==> config.mk <==
export PLATFORM = sky130hd
export DESIGN_NAME = vga_pattern_ctrl_flat
export DESIGN_NICKNAME = d
export VERILOG_FILES = /design/src/rtl/vga_ctrl_pkg.sv /design/src/rtl/vga_pattern_ctrl_if.sv /design/src/rtl/key_debounce.sv /design/src/rtl/vga_pattern_ctrl.sv /design/src/flat_wrapper.sv
export SDC_FILE = /design/constraint.sdc
export NUM_CORES = 1
export LEC_CHECK = 0
export ABC_AREA = 1
export CORE_MARGIN = 2
export CORE_UTILIZATION = 40
export DETAILED_ROUTE_END_ITERATION = 12
export GPL_TIMING_DRIVEN = 0
export PLACE_DENSITY = 0.66
export SLEW_MARGIN = 5
export SYNTH_ARGS = -nofsm -noshare
export SYNTH_HDL_FRONTEND = slang
export SYNTH_SLANG_ARGS = --single-unit
==> constraint.sdc <==
create_clock -name clk_50m -period 1.5 [get_ports clk_50m]
set_input_delay 0.45 -clock clk_50m [delete_from_list [all_inputs] [get_ports clk_50m]]
set_output_delay 0.45 -clock clk_50m [all_outputs]
set_load 0.01 [all_outputs]
==> src/rtl/vga_ctrl_pkg.sv <==
// rtl/vga_ctrl_pkg.sv - shared mode/state encodings and defaults for the VGA pattern controller
package vga_ctrl_pkg;

    localparam logic [1:0] MODE_VBAR  = 2'd0;
    localparam logic [1:0] MODE_HBAR  = 2'd1;
    localparam logic [1:0] MODE_CHECK = 2'd2;
    localparam logic [1:0] MODE_BLANK = 2'd3;

    localparam int DEF_DB_CYCLES       = 1000000;
    localparam int DEF_FRAMES_PER_STEP = 120;
    localparam int DEF_NUM_MODES       = 4;

    typedef enum logic [1:0] {
        S_SHOW    = 2'd0,
        S_WAIT_VS = 2'd1,
        S_UPDATE  = 2'd2
    } state_t;

    function automatic logic [1:0] next_mode(input logic [1:0] cur, input int num_modes);
        return (cur == 2'(num_modes - 1)) ? MODE_VBAR : cur + 2'd1;
    endfunction

endpackage

==> src/rtl/vga_pattern_ctrl_if.sv <==
// rtl/vga_pattern_ctrl_if.sv - board-input and generator-config signals of the pattern controller
interface vga_pattern_ctrl_if;
    logic       key_n;
    logic       auto_en;
    logic       vga_vs;
    logic       orient;
    logic [1:0] mode;
    logic       mode_chg;
    logic       pending;

    modport master (
        output key_n, auto_en, vga_vs,
        input  orient, mode, mode_chg, pending
    );

    modport slave (
        input  key_n, auto_en, vga_vs,
        output orient, mode, mode_chg, pending
    );
endinterface

==> src/rtl/key_debounce.sv <==
// rtl/key_debounce.sv - 2-flop synchroniser, debounce counter and one-cycle press pulse
module key_debounce
    import vga_ctrl_pkg::*;
#(
    parameter int DB_CYCLES = DEF_DB_CYCLES
) (
    input  logic clk,
    input  logic rst,
    input  logic key_n,
    output logic press
);
    localparam int CW = (DB_CYCLES > 1) ? $clog2(DB_CYCLES) : 1;

    logic          key_s1;
    logic          key_s2;
    logic          level;
    logic [CW-1:0] cnt;

    // level only flips after DB_CYCLES consecutive cycles of disagreement
    always_ff @(posedge clk or posedge rst) begin
        if (rst) begin
            key_s1 <= 1'b1;
            key_s2 <= 1'b1;
            level  <= 1'b1;
            cnt    <= '0;
            press  <= 1'b0;
        end else begin
            key_s1 <= key_n;
            key_s2 <= key_s1;
            press  <= 1'b0;
            if (key_s2 != level) begin
                if (cnt == CW'(DB_CYCLES - 1)) begin
                    level <= key_s2;
                    cnt   <= '0;
                    press <= ~key_s2;
                end else begin
                    cnt <= cnt + 1'b1;
                end
            end else begin
                cnt <= '0;
            end
        end
    end
endmodule

==> src/rtl/vga_pattern_ctrl.sv <==
// rtl/vga_pattern_ctrl.sv - steps the colour-bar display mode on key/auto requests at frame boundaries
module vga_pattern_ctrl
    import vga_ctrl_pkg::*;
#(
    parameter int DB_CYCLES       = DEF_DB_CYCLES,
    parameter int FRAMES_PER_STEP = DEF_FRAMES_PER_STEP,
    parameter int NUM_MODES       = DEF_NUM_MODES
) (
    input  logic              clk_50m,
    input  logic              reset,
    vga_pattern_ctrl_if.slave bus
);
    localparam int FW = (FRAMES_PER_STEP > 1) ? $clog2(FRAMES_PER_STEP) : 1;

    logic          press;
    logic          auto_s1, auto_s2;
    logic          vs_s1, vs_s2, vs_d;
    logic          frame_start;
    logic [FW-1:0] frame_cnt;
    logic          auto_req;
    logic          req;

    state_t        state, state_d;
    logic [1:0]    mode_q, mode_d;
    logic          chg_q, chg_d;
    logic          pend_q;

    key_debounce #(.DB_CYCLES(DB_CYCLES)) u_key (
        .clk   (clk_50m),
        .rst   (reset),
        .key_n (bus.key_n),
        .press (press)
    );

    always_ff @(posedge clk_50m or posedge reset) begin
        if (reset) begin
            auto_s1 <= 1'b0;
            auto_s2 <= 1'b0;
            vs_s1   <= 1'b1;
            vs_s2   <= 1'b1;
            vs_d    <= 1'b1;
        end else begin
            auto_s1 <= bus.auto_en;
            auto_s2 <= auto_s1;
            vs_s1   <= bus.vga_vs;
            vs_s2   <= vs_s1;
            vs_d    <= vs_s2;
        end
    end

    assign frame_start = vs_d & ~vs_s2;
    assign auto_req    = auto_s2 & frame_start & ~press &
                         (frame_cnt == FW'(FRAMES_PER_STEP - 1));
    assign req         = press | auto_req;

    // a manual press restarts the auto interval
    always_ff @(posedge clk_50m or posedge reset) begin
        if (reset) begin
            frame_cnt <= '0;
        end else if (!auto_s2 || press) begin
            frame_cnt <= '0;
        end else if (frame_start) begin
            if (frame_cnt == FW'(FRAMES_PER_STEP - 1)) begin
                frame_cnt <= '0;
            end else begin
                frame_cnt <= frame_cnt + 1'b1;
            end
        end
    end

    always_comb begin
        state_d = state;
        mode_d  = mode_q;
        chg_d   = 1'b0;
        case (state)
            S_SHOW: begin
                if (req) begin
                    state_d = S_WAIT_VS;
                end
            end
            S_WAIT_VS: begin
                if (frame_start) begin
                    state_d = S_UPDATE;
                    mode_d  = next_mode(mode_q, NUM_MODES);
                    chg_d   = 1'b1;
                end
            end
            S_UPDATE: begin
                state_d = req ? S_WAIT_VS : S_SHOW;
            end
            default: begin
                state_d = S_SHOW;
            end
        endcase
    end

    always_ff @(posedge clk_50m or posedge reset) begin
        if (reset) begin
            state  <= S_SHOW;
            mode_q <= MODE_VBAR;
            chg_q  <= 1'b0;
            pend_q <= 1'b0;
        end else begin
            state  <= state_d;
            mode_q <= mode_d;
            chg_q  <= chg_d;
            pend_q <= (state_d == S_WAIT_VS);
        end
    end

    assign bus.mode     = mode_q;
    assign bus.orient   = mode_q[0];
    assign bus.mode_chg = chg_q;
    assign bus.pending  = pend_q;
endmodule
==> src/flat_wrapper.sv <==
// flat-port wrapper written by rule: the top's interface ports become plain ports
module vga_pattern_ctrl_flat import vga_ctrl_pkg::*;
#(
    parameter int DB_CYCLES       = DEF_DB_CYCLES,
    parameter int FRAMES_PER_STEP = DEF_FRAMES_PER_STEP,
    parameter int NUM_MODES       = DEF_NUM_MODES
)
  (clk_50m, reset, bus_key_n, bus_auto_en, bus_vga_vs, bus_orient, bus_mode, bus_mode_chg, bus_pending);
  vga_pattern_ctrl_if bus_i ();
  input  logic clk_50m;
  input  logic reset;
  input wire logic [$bits(bus_i.key_n)-1:0] bus_key_n;
  input wire logic [$bits(bus_i.auto_en)-1:0] bus_auto_en;
  input wire logic [$bits(bus_i.vga_vs)-1:0] bus_vga_vs;
  output wire logic [$bits(bus_i.orient)-1:0] bus_orient;
  output wire logic [$bits(bus_i.mode)-1:0] bus_mode;
  output wire logic [$bits(bus_i.mode_chg)-1:0] bus_mode_chg;
  output wire logic [$bits(bus_i.pending)-1:0] bus_pending;
  assign bus_i.key_n = bus_key_n;
  assign bus_i.auto_en = bus_auto_en;
  assign bus_i.vga_vs = bus_vga_vs;
  assign bus_orient = bus_i.orient;
  assign bus_mode = bus_i.mode;
  assign bus_mode_chg = bus_i.mode_chg;
  assign bus_pending = bus_i.pending;
  vga_pattern_ctrl #(.DB_CYCLES(DB_CYCLES), .FRAMES_PER_STEP(FRAMES_PER_STEP), .NUM_MODES(NUM_MODES)) u_core (.clk_50m(clk_50m), .reset(reset), .bus(bus_i));
endmodule
=== Yosys cells after proc, flatten, opt, wreduce, memory -nomap -nowiden ===
Index checks and enable logic that the tools add are counted.

* Register bits after elaboration: 42
* Input bits: 5
* Output and inout port bits: 5

* Add/subtract/negate cells: 3
* Equal/unequal tests: 7
* Multiplexer cells: 14
* Bitwise operators: 8
* Reductions and logical operators: 6

{| class="wikitable"
|+ Operators by type and width
! cell !! count
|-
| $mux 20 || 2
|-
| $mux 7 || 3
|-
| $add 20x1->20 const B || 1
|-
| $eq 20x20->1 const B || 1
|-
| $add 7x1->7 const B || 1
|-
| $eq 7x7->1 const B || 1
|-
| $mux 2 || 3
|-
| $pmux 2 s3 || 1
|-
| $mux 1 || 5
|-
| $and 1x1->1 || 4
|-
| $eq 2x1->1 const B || 2
|-
| $eq 2x2->1 const B || 2
|-
| $reduce_and 2->1 || 2
|-
| $not 1->1 || 3
|-
| $add 2x1->2 const B || 1
|-
| $logic_not 2->1 || 1
|-
| $reduce_bool 2->1 || 1
|-
| $logic_not 1->1 || 1
|-
| $logic_or 1x1->1 || 1
|-
| $ne 1x1->1 || 1
|-
| $or 1x1->1 || 1
|}

=== Logic depth before layout (Yosys ltp) ===
* Depth in word-level cells: 9
* Depth in mapped cells: 9
* Gate-level depth less buffers: 9

=== By module ===
A second synthesis with hierarchy kept.

* Cells, all modules: 260
* Area total of the unflattened synthesis: 2,182.1 um^2

{| class="wikitable"
|+ Modules (own cells, without submodules)
! module !! instances !! cells an instance !! area an instance (um^2) !! sequential area each (um^2)
|-
| key_debounce || 1 || 165 || 1,357.6 || 604.3
|-
| vga_pattern_ctrl || 1 || 95 || 824.5 || 454.2
|}

=== Worst setup path after synthesis ===
No wires, ideal clock.

* Kind: register to register
* Start: register u_core.vs_d
* End: register u_core.mode_q[1], in the netlist u_core.bus.mode[1]
* Setup time: 0.125 ns
* Data arrival time: 1.275 ns
* Required time: 1.375 ns
* Setup slack: 0.101 ns
* Stages on the path, launching flop included: 6
* Buffers on the path: 0
* Clock period less this slack: 1.399 ns
* Path through: dfstp_2 -> inv_1 -> nor2_4 -> inv_1 -> nor2_2 -> mux2_2

* Word-level cells in the longest chain between the ends: 2

{| class="wikitable"
|+ Ends and longest elaborated chain
! what !! RTL line !! text
|-
| start, declared || vga_pattern_ctrl.sv:17 || <nowiki>logic vs_s1, vs_s2, vs_d;</nowiki>
|-
| start signal, assigned || vga_pattern_ctrl.sv:47 || <nowiki>vs_d <= vs_s2;</nowiki>
|-
| $and 1x1->1 || vga_pattern_ctrl.sv:51 || <nowiki>assign frame_start = vs_d & ~vs_s2;</nowiki>
|-
| $reduce_and 2->1 (no source line) || -- ||
|-
| end signal, assigned || vga_pattern_ctrl.sv:105 || <nowiki>mode_q <= mode_d;</nowiki>
|-
| end, declared || vga_pattern_ctrl.sv:24 || <nowiki>logic [1:0] mode_q, mode_d;</nowiki>
|}

No other way between the ends.
A chain may end at the register's enable or synchronous reset.

=== Worst setup path after layout ===
* Start: register u_core.mode_q[0], in the netlist u_core.bus.mode[0]
* End: output bus_mode[0]

{| class="wikitable"
|+ RTL lines
! what !! RTL line !! text
|-
| end, declared || flat_wrapper.sv:16 || <nowiki>output wire logic [$bits(bus_i.mode)-1:0] bus_mode;</nowiki>
|}

No word-level cell between the ends.

==> impl_metrics.yaml <==
status:
  status: "finished, final reports clean"
run:
  maxCapViolCount: 0
logic_synthesis:
  yosysTopAreaCell: "dfrtp_1"
  syn_area_sq_um: 2030
  synthCells: 237
  synth_common_cells: "nor2_1 (50), nand2_1 (41), dfrtp_1 (36)"
  synth_ff_type: "dfrtp_1"
  yosysSeqAreaShare: 0.522
  ys_types: 27
  synth_most_common_cell: "nor2_1"
  ys_ff_latch: 42
  async_reset_ff_frac: 1.00
  synth_edf_count: 0
  syn-num-nets: 245
  yosysTopAreaCellShare: 0.444
  synth.area.top_cells: "dfrtp_1 (44%), nor2_1 (9.3%), dfstp_2 (7.8%)"
  yosys_warnings: 0
  syn_area_per_cell_sq_um: 8.56
global_route:
  grt_use_total: 0.146
  antenna_found_initial: 0
  grt_max_degree: 38
  gr-total-overflow: 0
  grt_pass1_vias: 1402
  grt_pass1_wl_um: 6220
worst_setup_path:
  crit_top_cell: "buf_4"
  path_buf_inv: 2
  cp-start-kind: "register"
  cp_slowest_cell: "dfrtp_1"
  crit_path_end_kind: "output port"
  r2r_setup_slack_ns: 0.11
  slowest_delay_ns: 0.42
  critPathKind: "register to output port"
  r2r_cells: 9
  cp_max_fo: 5
  worst-endpoint-arrival_ns: 0.99
  required_ns: 1.05
  crit_chain: "buf_4 -> buf_4"
  critPathTopFamily: "flip-flops"
  rr_endpoint: "u_core.u_key.cnt[18]"
  r2r-start: "u_core.u_key.cnt[1]"
timing:
  maxSlewHeadroom: 0.781
  setup_violations: 0
  period_needed_ns: 1.44
  fin_ws_ns: 0.0622
  finalCritPeriodShare: 0.959
  tightest_slew_ns: 0.328
  max_freq_mhz: 695
  whs_ns: 0.346
  slew_viol_final: 0
  fin_skew_ns: 0.00219
  hold_violations: 0
layout:
  drive_gt1_frac: 0.159
  syn_to_final_growth_pct: 16.4
  fin_nets: 265
  antenna_cells: 0
  final_area_sq_um: 2360
  fin_util: 0.490
pwr:
  vdd_drop_max_mv: 0.522
  cellLeakagePower_uw: 0.00106
  p_sw_frac: 0.243
  powerDensity_nw_per_um2: 856
  p_int_uw: 1530
  p_comb_frac: 0.051
  pwr-share-clk: 0.372
  power_switching_uw: 491
  seqPwrFrac: 0.578
placed_design:
  pre_cts_ws_ns: -0.0674
  place_congestion: 0.788
  hpwl_um: 2480
  dpl_cell_area_sq_um: 2220
  io_buffers: 9
clock_tree:
  cts_buffers: 5
  cts_buffer_depth: 2
  insertion_delay_ns: 0.29
  clk_pin_slew_ns: 0.08
  cts_tree: "done"
  cts_sinks: 42
  cts-htree-levels: 2
  root_buffer: "clkbuf_8"
detailed_routing:
  via_per_inst: 4.63
  first_iter_violations: 113
  avgRoutedWirePerCell_um: 10.6
  ant_nets: 0
  routed_wl_um: 3430
  vias: 1506
  drcViolationCount: 0
  drtPass1Iterations: 4
die:
  coreArea_sq_um: 4820
  die_w_um: 75.2
  initial_core_util: 0.421
  rows: 25
  fp.dieH_um: 75.2
  ios: 10
  die-area_sq_um: 5660
worst_hold_path:
  worst_hold_path_type: "input pin to asynchronous set/reset pin"
## power groups by stage
stage                     Combinational, uW  Sequential (uW)  Clock, uW
after floorplan                        57.4             1190          0
after global placement                 84.8             1190          0
after detailed placement               92.5             1190          0
after CTS                              98.7             1170        784
after global routing                    120             1170        813
final                                   102             1170        752
## timing repair
item / 4_1_cts / 5_1_grt
endpoints found under the setup margin: 10 / 8
hold buffers: 0 / 0
resized for setup: 8 / 5
buffers inserted: 2 / 1
pin swaps: 1 / 2
## state kept, by name, indices dropped and copies added (netlist names), 2 cells and up
| register | count |
|---|---|
| u_core.state | 2 |
| u_core.bus.mode | 2 |
| u_core.u_key.cnt | 20 |
| u_core.frame_cnt | 7 |
## layer usage
layer / wire length (um) / vias up / GRT usage
met5: 0 / - / 0
met4: 48 / 0 / 0.0526
met3: 114 / 4 / 0.0442
met2: 1520 / 15 / 0.229
met1: 1750 / 697 / 0.193
li1: - / 790 / -
## worst max-delay path by stage
stage	end	slack (ns)	cells past startpoint	from
after floorplan	u_core.auto_s1	0.09	1	reset
after global placement	u_core.u_key.cnt[1]	-0.79	2	reset
after detailed placement	u_core.bus.mode[1]	-0.07	5	u_core.vs_d
after CTS	u_core.u_key.cnt[19]	0.01	8	u_core.u_key.cnt[1]
after global routing	u_core.u_key.cnt[16]	-0.002	8	u_core.u_key.cnt[1]
final	bus_mode[0]	0.06	2	u_core.bus.mode[0]
## logic make-up (layout without fill, tap and decap cells)
| group | count (synthesis) | count (layout) | share of synthesized area |
|---|---|---|---|
| and+or+nand+nor | 130 | 130 | 0.292 |
| DFF | 42 | 42 | 0.522 |
| buffers and inverters | 31 | 52 | 0.0598 |
| AOI/OAI and AO/OA | 16 | 16 | 0.0413 |
| xor gates and xnor gates | 14 | 14 | 0.0605 |
| adders and majority gates | 3 | 3 | 0.0185 |
| muxes | 1 | 1 | 0.00555 |
## final cells by class
cell class | count | area, sq um
Buffer | 2 | 12.5
Clock buffer | 5 | 68.8
Clock inverter | 3 | 25.0
Fill cell | 486 | 2460
Inverter | 29 | 109
Multi-Input combinational cell | 164 | 865
Sequential cell | 42 | 1060
Tap cell | 67 | 83.8
Timing Repair Buffer | 13 | 139
## cell usage in the layout, fill, tap and decap left out, types with 2 or more instances in the layout
cell / instances
nor2_1: 50
nand2_1: 40
dfrtp_1: 36
inv_1: 25
nand3_1: 13
xor2_1: 13
o21ai_0: 8
nand4_1: 6
dfstp_2: 6
a21oi_1: 5
nor3_1: 5
clkbuf_8: 5
inv_2: 4
nand2_2: 4
buf_4: 4
clkdlybuf4s50_1: 4
nor2_4: 3
nor2_2: 3
dlygate4sd2_1: 3
nand2_4: 2
ha_1: 2
buf_12: 2
## through the flow
| stage | total power (uW) | setup TNS, ns | std cells |
|---|---|---|---|
| 6_report | 2020 | 0 | 325 |
| 5_1_grt | 2100 | -0.00207 | 325 |
| 4_1_cts | 2050 | 0 | 324 |
| 3_5_place_dp | 1280 | -0.278 | 314 |
| 3_3_place_gp | 1280 | -31.21 | 313 |
| 2_1_floorplan | 1250 | 0 | 237 |
(Power assumes the default switching activity.)
